**src/rtl/mac_seq_pkg.sv**
```systemverilog
// mac_seq_pkg: opcodes, FSM states and mode-to-opcode mapping shared by mac_seq
// MAC_SEQ_SAT_EN adds the SAT state to the enum.
package mac_seq_pkg;
  localparam logic [2:0] OP_CLR   = 3'b000;
  localparam logic [2:0] OP_MUL   = 3'b001;
  localparam logic [2:0] OP_MAC   = 3'b010;
  localparam logic [2:0] OP_SAT   = 3'b011;
  localparam logic [2:0] OP_CLR16 = 3'b100;
  localparam logic [2:0] OP_MUL16 = 3'b101;
  localparam logic [2:0] OP_MAC16 = 3'b110;
  localparam logic [2:0] OP_SAT16 = 3'b111;
  typedef enum logic [2:0] {
    S_IDLE,
    S_FIRST,
    S_ACC,
`ifdef MAC_SEQ_SAT_EN
    S_SAT,
`endif
    S_DRAIN,
    S_OUT
  } state_t;
  // Dual-lane opcodes are the 32-bit opcodes with bit 2 set.
  function automatic logic [2:0] mode_op(input logic dual, input logic [2:0] op);
    return op | {dual, 2'b00};
  endfunction
endpackage

```
**src/rtl/mac_seq.sv**
```systemverilog
// mac_seq: job sequencer that owns one mac instance (MUL, MAC stream, optional SAT, drain, result handshake)
// Ports: job_valid/job_ready/job_len/job_dual/job_sat accept a job; op_valid/op_ready/op_a/op_b
// stream operand pairs; mac_instruction/mac_multiplier/mac_multiplicand/mac_stall drive the mac and
// mac_protect/mac_result come back from it; res_valid/res_ready/res_data/res_guard present the result;
// busy is high whenever a job is in flight. clk, reset_n (asynchronous, active-low).
// Build option: define MAC_SEQ_SAT_EN to honour job_sat (adds the SAT state); undefined ignores job_sat.
module mac_seq
  import mac_seq_pkg::*;
#(
  parameter int LEN_W = 8
) (
  input  logic             clk,
  input  logic             reset_n,
  input  logic             job_valid,
  output logic             job_ready,
  input  logic [LEN_W-1:0] job_len,
  input  logic             job_dual,
  input  logic             job_sat,
  input  logic             op_valid,
  output logic             op_ready,
  input  logic [15:0]      op_a,
  input  logic [15:0]      op_b,
  output logic [2:0]       mac_instruction,
  output logic [15:0]      mac_multiplier,
  output logic [15:0]      mac_multiplicand,
  output logic             mac_stall,
  input  logic [7:0]       mac_protect,
  input  logic [31:0]      mac_result,
  output logic             res_valid,
  input  logic             res_ready,
  output logic [31:0]      res_data,
  output logic [7:0]       res_guard,
  output logic             busy
);
  state_t state, state_nx, post;
  logic [LEN_W-1:0] cnt, cnt_nx;
  logic dual_q, take, clr;
`ifdef MAC_SEQ_SAT_EN
  logic sat_q;
  assign post = sat_q ? S_SAT : S_DRAIN;
`else
  logic unused_sat;
  assign unused_sat = job_sat;
  assign post = S_DRAIN;
`endif
  // A zero-length job spends its FIRST cycle clearing the accumulator instead of taking a pair.
  assign clr       = state == S_FIRST && cnt == '0;
  assign op_ready  = (state == S_FIRST || state == S_ACC) && cnt != '0;
  assign take      = op_ready && op_valid;
  assign job_ready = state == S_IDLE;
  assign busy      = state != S_IDLE;
  assign res_valid = state == S_OUT;
  // The mac is stalled in OUT, so its outputs already hold the final accumulator.
  assign res_data  = mac_result;
  assign res_guard = mac_protect;
  always_ff @(posedge clk or negedge reset_n)
    if (!reset_n) begin
      state  <= S_IDLE;
      cnt    <= '0;
      dual_q <= 1'b0;
`ifdef MAC_SEQ_SAT_EN
      sat_q  <= 1'b0;
`endif
    end else begin
      state <= state_nx;
      cnt   <= cnt_nx;
      if (job_valid && job_ready) begin
        dual_q <= job_dual;
`ifdef MAC_SEQ_SAT_EN
        sat_q  <= job_sat;
`endif
      end
    end
  // cnt counts remaining pairs in FIRST/ACC and is reused as the drain cycle index in DRAIN.
  always_comb begin
    state_nx = state;
    cnt_nx   = cnt;
    case (state)
      S_IDLE: if (job_valid) begin
        state_nx = S_FIRST;
        cnt_nx   = job_len;
      end
      S_FIRST, S_ACC: begin
        if (take) cnt_nx = cnt - LEN_W'(1);
        if (clr || (take && cnt == LEN_W'(1))) state_nx = post;
        else if (take) state_nx = S_ACC;
      end
`ifdef MAC_SEQ_SAT_EN
      S_SAT: state_nx = S_DRAIN;
`endif
      S_DRAIN: begin
        cnt_nx   = cnt == '0 ? LEN_W'(1) : '0;
        state_nx = cnt == '0 ? S_DRAIN : S_OUT;
      end
      S_OUT: if (res_ready) state_nx = S_IDLE;
      default: state_nx = S_IDLE;
    endcase
  end
  always_comb begin
    mac_stall        = 1'b1;
    mac_instruction  = OP_CLR;
    mac_multiplier   = '0;
    mac_multiplicand = '0;
    case (state)
      S_FIRST, S_ACC: begin
        mac_stall        = !(clr || take);
        mac_instruction  = mode_op(dual_q, clr ? OP_CLR : state == S_FIRST ? OP_MUL : OP_MAC);
        mac_multiplier   = take ? op_a : '0;
        mac_multiplicand = take ? op_b : '0;
      end
`ifdef MAC_SEQ_SAT_EN
      S_SAT: begin
        mac_stall       = 1'b0;
        mac_instruction = mode_op(dual_q, OP_SAT);
      end
`endif
      // Zero-operand MACs push the final accumulator through the mac's output pipeline.
      S_DRAIN: begin
        mac_stall       = 1'b0;
        mac_instruction = mode_op(dual_q, OP_MAC);
      end
      default: ;
    endcase
  end
endmodule
```
**config.mk**
```make
export PLATFORM = sky130hd
export DESIGN_NAME = mac_seq
export DESIGN_NICKNAME = d
export VERILOG_FILES = /design/src/rtl/mac_seq_pkg.sv /design/src/rtl/mac_seq.sv
export SDC_FILE = /design/constraint.sdc
export NUM_CORES = 1
export LEC_CHECK = 0
export CELL_PAD_IN_SITES_DETAIL_PLACEMENT = 0
export CELL_PAD_IN_SITES_GLOBAL_PLACEMENT = 1
export CORE_MARGIN = 3
export CORE_UTILIZATION = 40
export DETAILED_ROUTE_END_ITERATION = 10
export DONT_BUFFER_PORTS = 1
export GPL_TIMING_DRIVEN = 0
export PLACE_DENSITY = 0.85
export SLEW_MARGIN = 5
export SYNTH_ARGS = -nofsm -noshare
export SYNTH_HDL_FRONTEND = slang
export SYNTH_SLANG_ARGS = --single-unit
```
**constraint.sdc**
```tcl
create_clock -name clk -period 2.45 [get_ports clk]
set_input_delay 0.1225 -clock clk [delete_from_list [all_inputs] [get_ports clk]]
set_output_delay 0.1225 -clock clk [all_outputs]
set_load 0.005 [all_outputs]
```
==> parameters.txt, run 1 <==
Parameter                              Value

Drt
  Vias ... 1321
  Count of nets left with antenna violations after detail routing ... 0
  Per-cell routed wire length ... 21.8 um
  Number of search-and-repair iterations in the first detailed-routing pass ... 4
  Mean number of vias per cell ... 5.72
  Aggregate routed wire length ... 5.03 mm
  Iteration-0 DRC count of the detailed router ... 48
  DRC violations left ... 0

GRT
  Met2 global-route usage ... 30.4%
  Sum of overflow across all layers after global routing ... 0
  Number of global-route vias before repair ... 1190
  GRT busiest layer ... met2
  Initial antenna violation count ... 0
  Wire length of the first global-routing pass ... 6.60 mm
  GR Layer Usage met3 ... 5.35%
  Maximum number of pins on one net before global-route repair ... 13
  Met1 capacity usage during global routing ... 26.1%
  All-layer global routing usage ... 19.6%

Timing
  RSZ-0062 raised after global routing ... false
  Post-route fraction of the period consumed by the critical path ... 89.2%
  Worst Hold Slack ... 0.0256 ns
  Final hold violations ... 0
  Highest clock frequency the design can meet ... 457 MHz
  Worst Setup Slack, final ... 0.264 ns
  Relative slew slack ... 44.9%
  Shortest period the worst path allows ... 2.19 ns
  Count of final setup violators ... 0
  Max-slew violation count ... 0
  Actual transition at the worst max-transition pin ... 0.818 ns
  Final setup skew ... 0.00633 ns
  Sum Neg Setup Slack ... 0 ns

Pwr
  Switching fraction of total power ... 46.0%
  LEAKAGE ... 0.779 nW
  Comb pwr share ... 71.1%
  Switch Pwr ... 949 uW
  Power consumption ... 2.06 mW
  Power share of the sequential group ... 19.9%
  Power density over the cells ... 1220 mW/mm^2
  IR drop worst, VDD ... 0.579 mV
  Internal power component ... 1.11 mW
  Power share of the clock group ... 9.1%

Synth
  Number of enable flip-flop cells after synthesis ... 0
  Post-Syn Area ... 0.00156 sq mm
  Yosys reg bits ... 12
  Part of the Yosys area used for sequential elements ... 19.2%
  Commonest register cell after synthesis ... sky130_fd_sc_hd__dfrtp_1
  Most instantiated cells after synthesis ... sky130_fd_sc_hd__buf_4, sky130_fd_sc_hd__and2_4, sky130_fd_sc_hd__dfrtp_1
  Net Count, Synth ... 267
  Async set or reset register ratio after synthesis ... 100%
  Top cell type's share of synthesized area ... 19.2%
  Cells after Synth ... 178
  Synth area leaders ... sky130_fd_sc_hd__buf_4, sky130_fd_sc_hd__dfrtp_1, sky130_fd_sc_hd__and2_4
  Number of distinct library cell variants in the gate-level netlist after synthesis ... 44
  Most frequently used cell type in the post-synthesis netlist ... sky130_fd_sc_hd__buf_4
  Synth Warn # ... 0
  Mean instance size in the synthesized netlist ... 8.79 sq um
  Cell type with the highest aggregate area in the netlist ... sky130_fd_sc_hd__buf_4

Setup path
  Kind of capture point of the worst setup path ... output port
  Startpoint types ... flop
  Largest stage delay on the critical path ... 0.46 ns
  Cell breakdown of the critical path ... inv_1, ha_1, or3b_1, o21ai_4, nor3_2, buf_6, and2_4
  Data required time at the worst endpoint ... 2.33 ns
  Worst path arrival time ... 2.06 ns
  Critical Path Fanout Max ... 10
  Slowest-stage cell, CP ... sky130_fd_sc_hd__or3b_1
  Startpoint of the most critical setup path ... cnt[0]
  Worst r2r src ... cnt[0]
  Type of the worst setup path ... flop to output port
  Reg2Reg Setup Slack ... 0.52 ns

Placed design
  Port-buffer cells ... 0
  Placed wire-length estimate ... 4.31 mm
  Placed Instances ... 226
  Post-DP Area ... 0.00162 sq mm
  RD Place Congestion ... 0.841
  Post-placement worst setup slack ... 0.419 ns

Clock tree
  CTS Buffer Depth ... 2
  Clock-pin slew of the registers on the worst-case setup and hold paths ... 0.05 ns
  Number of buffers created by CTS ... 3
  Depth of the CTS H-tree ... 1
  Clock tree from TritonCTS ... done
  Number of clock sinks ... 12
  Root cell of the clock tree ... sky130_fd_sc_hd__clkbuf_8
  Clock network latency to the later pin of the worst-skew pair ... 0.25 ns

Die
  Boundary Pins ... 167
  Floorplan die height ... 68.5 um
  Core footprint ... 0.00372 sq mm
  Floorplan die width ... 68.5 um
  Site row count ... 22
  Floorplan die area ... 0.00470 sq mm
  Initial core utilization ... 42.1%

Run
  Max-cap violations ... 0

Finish
  Area Overhead vs Synth ... 8.08%
  Final Instance Area ... 0.00169 sq mm
  Number of antenna repair diodes ... 0
  Core Util, Final ... 45.5%
  Nets ... 274
  Proportion of layout cells with a drive suffix above 1 ... 50.3%
  Post-Layout Cell Count ... 231

Status
  Result of the run ... finished, final reports clean

Worst hold path
  Worst min-delay path class ... primary input to flop
  Min-delay src ... job_dual
-- layer usage --
layer	vias to the layer above	routed length, um
met5	-	0
met1	639	1920
met4	0	53
met2	77	2490
li1	600	-
met3	5	573
-- final timing paths --
check,cells after the start,end
setup reg to reg,6,cnt[7]
min in group asynchronous,1,cnt[7]
max in group asynchronous,1,state[1]
setup / recovery,7,mac_multiplicand[10]
hold reg to reg,1,dual_q
hold / removal,1,dual_q
-- flip-flops by register name (all words and copies together) (netlist names) --
signal / cells
cnt: 8
dual_q: 1
state: 3
-- kinds of logic after synthesis --
| kind of cell | count (synthesis) | share of synthesized area, % |
|---|---|---|
| flops | 12 | 19.2 |
| mux | 3 | 2.08 |
| fa+ha+maj | 2 | 1.60 |
| buf+inv | 56 | 25.7 |
| compound gates | 32 | 17.8 |
| xor+xnor | 1 | 1.04 |
| simple gates | 72 | 32.6 |
-- critical path: cells and delay by family (launching register included) --
family                     cells  cell delay (ns)
buffers and inverters          2             0.26
DFF                            1             0.42
AOI/OAI and AO/OA              1             0.19
adders and majority gates      1             0.23
and+or+nand+nor                3             0.71
-- power groups by stage --
stage	Clock [mW]	Sequential [mW]	Combinational, mW
floorplan	0	0.383	1.21
global placement	0	0.404	1.44
detailed placement	0	0.411	1.46
CTS	0.195	0.407	1.47
global route	0.202	0.428	1.63
finish	0.187	0.409	1.47
-- timing repair --
action,in CTS,in global routing
endpoints found under the hold margin,13,0
resized for setup,0,1
hold buffers,2,0
buffers inserted,0,0
endpoints found under the setup margin,0,1
-- cells in the final DEF, fill, tap and decap left out, types with 3 or more instances in the layout --
cell	synthesis	layout
sky130_fd_sc_hd__buf_4	40	40
sky130_fd_sc_hd__and2_4	30	30
sky130_fd_sc_hd__dfrtp_1	12	12
sky130_fd_sc_hd__a32o_1	9	9
sky130_fd_sc_hd__inv_1	8	8
sky130_fd_sc_hd__nand2_1	8	8
sky130_fd_sc_hd__nor2_1	7	7
sky130_fd_sc_hd__buf_6	5	5
sky130_fd_sc_hd__nor3_1	5	5
sky130_fd_sc_hd__and2_1	4	4
sky130_fd_sc_hd__nand3_1	4	4
sky130_fd_sc_hd__buf_2	3	3
sky130_fd_sc_hd__o21ai_0	3	3
sky130_fd_sc_hd__o22ai_1	3	3
sky130_fd_sc_hd__clkbuf_8	0	3
-- final cells by class --
| cell class | count | area [sq um] |
|---|---|---|
| buffer | 48 | 372 |
| clock buffer | 3 | 41.3 |
| fill | 386 | 2030 |
| inverter | 8 | 30.0 |
| multi-input combinational | 110 | 867 |
| sequential | 12 | 300 |
| tap | 48 | 60.1 |
| timing repair buffer | 2 | 20.0 |
Note: power is estimated with default switching activity, not from simulation.
==> run 2: changes to the inputs <==
--- a/config.mk
+++ b/config.mk
@@ -12,7 +12,7 @@
 export DETAILED_ROUTE_END_ITERATION = 10
 export DONT_BUFFER_PORTS = 1
 export GPL_TIMING_DRIVEN = 0
-export PLACE_DENSITY = 0.85
+export PLACE_DENSITY_LB_ADDON = 0.1
 export SLEW_MARGIN = 5
 export SYNTH_ARGS = -nofsm -noshare
 export SYNTH_HDL_FRONTEND = slang
==> parameters.txt, run 2 (synthesis results as in run 1) <==
Parameter                              Value

Status
  Result of the run ... finished, final reports clean

Clock tree
  Number of clock sinks ... 12 (unchanged)
  Root cell of the clock tree ... sky130_fd_sc_hd__clkbuf_8
  Depth of the CTS H-tree ... 1 (unchanged)
  Clock-pin slew of the registers on the worst-case setup and hold paths ... 0.06 ns (about the same)
  Number of buffers created by CTS ... 3 (unchanged)
  Clock network latency to the later pin of the worst-skew pair ... 0.24 ns (about the same)
  CTS Buffer Depth ... 2 (unchanged)
  Clock tree from TritonCTS ... done

Timing
  Shortest period the worst path allows ... 2.20 ns (+0.0186 ns)
  Highest clock frequency the design can meet ... 454 MHz (-0.84%)
  Relative slew slack ... 43.5% (-1.4 points)
  Worst Hold Slack ... 0.0293 ns (+0.00371 ns)
  Post-route fraction of the period consumed by the critical path ... 90.0% (+0.76 points)
  Max-slew violation count ... 0 (unchanged)
  Final setup skew ... 0.00133 ns (-0.00500 ns)
  Actual transition at the worst max-transition pin ... 0.840 ns (+0.0214 ns)
  Count of final setup violators ... 0 (unchanged)
  Worst Setup Slack, final ... 0.246 ns (-0.0186 ns)
  Final hold violations ... 0 (unchanged)
  RSZ-0062 raised after global routing ... false
  Sum Neg Setup Slack ... 0 ns (unchanged)

Setup path
  Kind of capture point of the worst setup path ... output port
  Critical Path Fanout Max ... 10 (unchanged)
  Worst r2r src ... cnt[0]
  Startpoint types ... flop
  Worst path arrival time ... 2.08 ns (+0.02 ns)
  Type of the worst setup path ... flop to output port
  Startpoint of the most critical setup path ... cnt[0]
  Data required time at the worst endpoint ... 2.33 ns (about the same)

Pwr
  Power share of the clock group ... 10.5% (+1.4 points)
  Power density over the cells ... 1230 mW/mm^2 (+1.0%)
  Power share of the sequential group ... 19.5% (-0.4 points)
  Comb pwr share ... 70.0% (-1.1 points)
  IR drop worst, VDD ... 0.483 mV (-17%)
  Power consumption ... 2.10 mW (+1.8%)
  Internal power component ... 1.14 mW (+2.8%)
  Switch Pwr ... 955 uW (+0.65%)
  LEAKAGE ... 0.786 nW (+0.92%)
  Switching fraction of total power ... 45.5% (-0.54 points)

Run
  Max-cap violations ... 0 (unchanged)

Die
  Boundary Pins ... 167 (unchanged)
  Floorplan die area ... 0.00470 sq mm (unchanged)
  Initial core utilization ... 42.1% (unchanged)
  Site row count ... 22 (unchanged)
  Core footprint ... 0.00372 sq mm (unchanged)
  Floorplan die width ... 68.5 um (unchanged)
  Floorplan die height ... 68.5 um (unchanged)

Drt
  Iteration-0 DRC count of the detailed router ... 34 (-29%)
  Aggregate routed wire length ... 4.74 mm (-5.7%)
  Mean number of vias per cell ... 5.70 (-0.28%)
  Count of nets left with antenna violations after detail routing ... 0 (unchanged)
  Number of search-and-repair iterations in the first detailed-routing pass ... 4 (unchanged)
  Vias ... 1323 (+0.15%)
  Per-cell routed wire length ... 20.4 um (-6.1%)
  DRC violations left ... 0 (unchanged)

Placed design
  Placed wire-length estimate ... 3.99 mm (-7.4%)
  RD Place Congestion ... 0.788 (-6.3%)
  Post-placement worst setup slack ... 0.376 ns (-0.0434 ns)
  Port-buffer cells ... 0 (unchanged)
  Post-DP Area ... 0.00162 sq mm (unchanged)

Worst hold path
  Worst min-delay path class ... primary input to flop
  Min-delay src ... job_dual

Finish
  Number of antenna repair diodes ... 0 (unchanged)
  Most common cell after layout, fill and taps aside ... sky130_fd_sc_hd__buf_4
  Nets ... 274 (unchanged)
  Most flops, register ... cnt
  Proportion of layout cells with a drive suffix above 1 ... 50.5% (+0.27 points)
  Area Overhead vs Synth ... 8.96%
  Largest register FFs ... 8 (unchanged)
  Commonest cells after routing, fill and taps aside ... sky130_fd_sc_hd__buf_4, sky130_fd_sc_hd__and2_4, sky130_fd_sc_hd__dfrtp_1, sky130_fd_sc_hd__a32o_1
  Largest regs ... cnt (8), state (3), dual_q (1)
  Final Instance Area ... 0.00170 sq mm (+0.81%)

GRT
  Sum of overflow across all layers after global routing ... 0 (unchanged)
  Initial antenna violation count ... 0 (unchanged)
  All-layer global routing usage ... 18.0% (-1.6 points)
  Number of global-route vias before repair ... 1208 (+1.5%)
  Maximum number of pins on one net before global-route repair ... 13 (unchanged)
  Wire length of the first global-routing pass ... 6.18 mm (-6.4%)
[run 2: routing by layer]
metal	track usage [%]	up-vias	wire length (um)
li1	-	596	-
met1	22.4	635	1760
met2	31.1	90	2450
met3	4.05	2	520
met4	4.47	0	14
met5	0	-	0
[run 2: per-stage QoR]
stage | utilization (%) | cells
finish | 45.9 | 232
global route | 45.9 | 232
CTS | 45.7 | 232
detailed placement | 43.7 | 226
global placement | 43.7 | 226
floorplan | - | 178
[run 2: power by group through the flow]
stage / clock network, mW / registers (mW) / logic, mW
6_report: 0.221 / 0.409 / 1.47
5_1_grt: 0.240 / 0.425 / 1.62
4_1_cts: 0.229 / 0.403 / 1.47
3_5_place_dp: 0 / 0.406 / 1.46
3_3_place_gp: 0 / 0.404 / 1.43
2_1_floorplan: 0 / 0.383 / 1.21
[run 2: final timing paths]
check	to	slack [ns]	depth (start not counted)
worst max-delay path	mac_multiplier[8]	0.25	7
worst min-delay path	dual_q	0.03	1
worst max register to register	cnt[6]	0.51	6
worst min register to register	dual_q	0.50	1
max in group asynchronous	cnt[0]	1.70	1
min in group asynchronous	cnt[7]	0.34	1
[run 2: area by class of cell]
cell class | instances | area [sq um]
Clock buffer | 4 | 55.1
Timing Repair Buffer | 2 | 20.0
Inverter | 8 | 30.0
Multi-Input combinational cell | 110 | 867
Sequential cell | 12 | 300
Fill cell | 379 | 2010
Buffer | 48 | 372
Tap cell | 48 | 60.1
[run 2: repair_timing]
| item | 4_1_cts | 5_1_grt |
|---|---|---|
| setup endpoints to repair | 0 | 1 |
| hold buffers | 2 | 0 |
| gates resized for setup | 0 | 1 |
| setup buffers | 0 | 0 |
| hold endpoints to repair | 13 | 0 |
[run 2: worst max-delay path, stage by stage, from the launching register on]
cell and delay [ns]:
sky130_fd_sc_hd__dfrtp_1 0.42, sky130_fd_sc_hd__inv_1 0.09, sky130_fd_sc_hd__ha_1 0.24, sky130_fd_sc_hd__or3b_1 0.46, sky130_fd_sc_hd__o21ai_4 0.20, sky130_fd_sc_hd__nor3_2 0.10, sky130_fd_sc_hd__buf_6 0.16, sky130_fd_sc_hd__and2_4 0.16
==> run 3: changes to the inputs <==
--- a/config.mk
+++ b/config.mk
@@ -8,7 +8,7 @@
 export CELL_PAD_IN_SITES_DETAIL_PLACEMENT = 0
 export CELL_PAD_IN_SITES_GLOBAL_PLACEMENT = 1
 export CORE_MARGIN = 3
-export CORE_UTILIZATION = 40
+export CORE_UTILIZATION = 41
 export DETAILED_ROUTE_END_ITERATION = 10
 export DONT_BUFFER_PORTS = 1
 export GPL_TIMING_DRIVEN = 0
==> parameters.txt, run 3 (synthesis results as in run 1) <==
Parameter                              Value

GRT
  GRT busiest layer ... met2
  GR Layer Usage met3 ... 4.49% (+0.44 points)
  Maximum number of pins on one net before global-route repair ... 13 (unchanged)
  Sum of overflow across all layers after global routing ... 0 (unchanged)
  Met1 capacity usage during global routing ... 23.9% (+1.5 points)
  All-layer global routing usage ... 19.1% (+1.1 points)
  Wire length of the first global-routing pass ... 6.47 mm (+4.6%)
  Number of global-route vias before repair ... 1231 (+1.9%)
  Met2 global-route usage ... 31.8% (+0.73 points)
  Initial antenna violation count ... 0 (unchanged)

Pwr
  Switch Pwr ... 952 uW (-0.28%)
  Comb pwr share ... 71.6% (+1.6 points)
  Switching fraction of total power ... 46.1% (+0.62 points)
  IR drop worst, VDD ... 0.590 mV (+22%)
  Power share of the sequential group ... 19.8% (+0.3 points)
  Power share of the clock group ... 8.7% (-1.8 points)
  Power density over the cells ... 1220 mW/mm^2 (-0.68%)
  Internal power component ... 1.11 mW (-2.8%)
  LEAKAGE ... 0.779 nW (-0.91%)

Status
  Result of the run ... finished, final reports clean

Finish
  Nets ... 274 (unchanged)
  Number of antenna repair diodes ... 0 (unchanged)
  Most common cell after layout, fill and taps aside ... sky130_fd_sc_hd__buf_4
  Total area of sequential cells ... 300 sq um (unchanged)
  Largest regs ... cnt (8), state (3), dual_q (1)
  Core Util, Final ... 48.3% (+2.4 points)
  Final Instance Area ... 0.00169 sq mm (-0.95%)
  Largest register FFs ... 8 (unchanged)
  Area Overhead vs Synth ... 7.92%
  Most flops, register ... cnt
  Post-Layout Cell Count ... 229 (-1.3%)
  Fill cell instance count of the final layout ... 331 (-13%)
  Commonest cells after routing, fill and taps aside ... sky130_fd_sc_hd__buf_4, sky130_fd_sc_hd__and2_4, sky130_fd_sc_hd__dfrtp_1, sky130_fd_sc_hd__a32o_1
  Proportion of layout cells with a drive suffix above 1 ... 50.3% (-0.27 points)
  Area used by multi-input combinational logic ... 867 sq um (unchanged)

Drt
  Per-cell routed wire length ... 20.9 um (+2.4%)
  DRC violations left ... 0 (unchanged)
  Vias ... 1305 (-1.4%)
  Mean number of vias per cell ... 5.70 (about the same)
  Iteration-0 DRC count of the detailed router ... 32 (-5.9%)
  Count of nets left with antenna violations after detail routing ... 0 (unchanged)
  Aggregate routed wire length ... 4.79 mm (+1.1%)
  Number of search-and-repair iterations in the first detailed-routing pass ... 4 (unchanged)

Setup path
  Kind of capture point of the worst setup path ... output port
  Worst reg2reg endpoint ... cnt[4]
  Data required time at the worst endpoint ... 2.33 ns (about the same)
  Critical Path Fanout Max ... 10 (unchanged)
  Startpoint types ... flop
  Type of the worst setup path ... flop to output port
  Worst r2r path cells ... 6 (unchanged)
  Worst path arrival time ... 2.10 ns (+0.02 ns)
  Worst r2r src ... cnt[0]
  Reg2Reg Setup Slack ... 0.49 ns (-0.02 ns)

Timing
  Final setup skew ... 0.00149 ns (+0.000160 ns)
  Final hold violations ... 0 (unchanged)
  Highest clock frequency the design can meet ... 449 MHz (-0.97%)
  Count of final setup violators ... 0 (unchanged)
  Sum Neg Setup Slack ... 0 ns (unchanged)
  Shortest period the worst path allows ... 2.23 ns (+0.0215 ns)
  RSZ-0062 raised after global routing ... false
  Actual transition at the worst max-transition pin ... 0.907 ns (+0.0671 ns)
  Post-route fraction of the period consumed by the critical path ... 90.9% (+0.88 points)
  Relative slew slack ... 39.0% (-4.5 points)
  Max-slew violation count ... 0 (unchanged)

Clock tree
  Number of clock sinks ... 12 (unchanged)
  CTS Buffer Depth ... 2 (unchanged)
  Clock tree from TritonCTS ... done
  Clock-pin slew of the registers on the worst-case setup and hold paths ... 0.05 ns (about the same)
  Root cell of the clock tree ... sky130_fd_sc_hd__clkbuf_8
  Number of buffers created by CTS ... 3 (unchanged)
  Depth of the CTS H-tree ... 1 (unchanged)
  Clock network latency to the later pin of the worst-skew pair ... 0.24 ns (about the same)

Placed design
  Post-DP Area ... 0.00162 sq mm (-0.15%)
  Port-buffer cells ... 0 (unchanged)
  Placed wire-length estimate ... 4.07 mm (+2.1%)
  RD Place Congestion ... 0.798 (+1.2%)
  Placed Instances ... 224 (-0.88%)

Die
  Site row count ... 21 (-4.5%)
  Floorplan die height ... 67.8 um (-1.1%)
  Floorplan die width ... 67.8 um (-1.1%)
  Core footprint ... 0.00349 sq mm (-6.0%)
  Floorplan die area ... 0.00459 sq mm (-2.2%)
  Boundary Pins ... 167 (unchanged)
  Initial core utilization ... 44.8% (+2.7 points)

Worst hold path
  Min-delay src ... job_dual
  Hold worst-path end ... dual_q
  Count of cells along the worst hold path ... 1 (unchanged)
  Worst min-delay path class ... primary input to flop

Run
  Max-cap violations ... 0 (unchanged)
[run 3: cell types whose count changed in the layout (fill, tap and decap cells not counted)]
cell,before,now
sky130_fd_sc_hd__clkbuf_8,4,3
[run 3: repair_timing]
| item | in CTS | in global routing |
|---|---|---|
| resized for setup | 0 | 1 |
| hold buffers | 2 | 0 |
| buffers inserted | 0 | 0 |
| endpoints found under the hold margin | 13 | 0 |
| setup endpoints to repair | 0 | 1 |
[run 3: worst max-delay path by stage]
stage,cells after the start,end,slack (ns),startpoint
floorplan,7,mac_multiplicand[0],0.68,cnt[0]
global placement,5,mac_stall,0.38,cnt[0]
detailed placement,5,mac_stall,0.30,cnt[0]
CTS,5,mac_stall,0.03,cnt[0]
global route,7,mac_multiplicand[2],0.03,cnt[0]
finish,7,mac_multiplier[12],0.22,cnt[0]
[run 3: worst max-delay path: stages (launching register included)]
cell and delay [ns]:
sky130_fd_sc_hd__dfrtp_1 0.42, sky130_fd_sc_hd__inv_1 0.11, sky130_fd_sc_hd__ha_1 0.25, sky130_fd_sc_hd__or3b_1 0.46
sky130_fd_sc_hd__o21ai_4 0.20, sky130_fd_sc_hd__nor3_2 0.10, sky130_fd_sc_hd__buf_6 0.16, sky130_fd_sc_hd__and2_4 0.16
[run 3: metal layers]
metal / wire length, um / up-vias
li1: - / 599
met1: 1780 / 611
met2: 2440 / 89
met3: 523 / 6
met4: 49 / 0
met5: 0 / -
[run 3: layout make-up]
| type | instances | area share [%] |
|---|---|---|
| multi-input combinational | 110 | 51.4 |
| buffer | 48 | 22.0 |
| sequential | 12 | 17.8 |
| tap | 46 | 3.41 |
| clock buffer | 3 | 2.45 |
| inverter | 8 | 1.78 |
| timing repair buffer | 2 | 1.19 |
[run 3: through the flow]
stage,power [mW],setup WS (ns),hold slack (ns)
floorplan,1.59,0.678,-0.173
global placement,1.84,0.379,-0.173
detailed placement,1.88,0.304,-0.173
CTS,2.07,0.0274,0.0306
global route,2.26,0.0323,0.0278
finish,2.07,0.224,0.0354
[run 3: power groups by stage]
| stage | clock network (mW) | logic [mW] | registers, mW |
|---|---|---|---|
| floorplan | 0 | 1.21 | 0.383 |
| global placement | 0 | 1.44 | 0.401 |
| detailed placement | 0 | 1.47 | 0.407 |
| CTS | 0.185 | 1.48 | 0.403 |
| global route | 0.193 | 1.64 | 0.427 |
| finish | 0.180 | 1.48 | 0.408 |
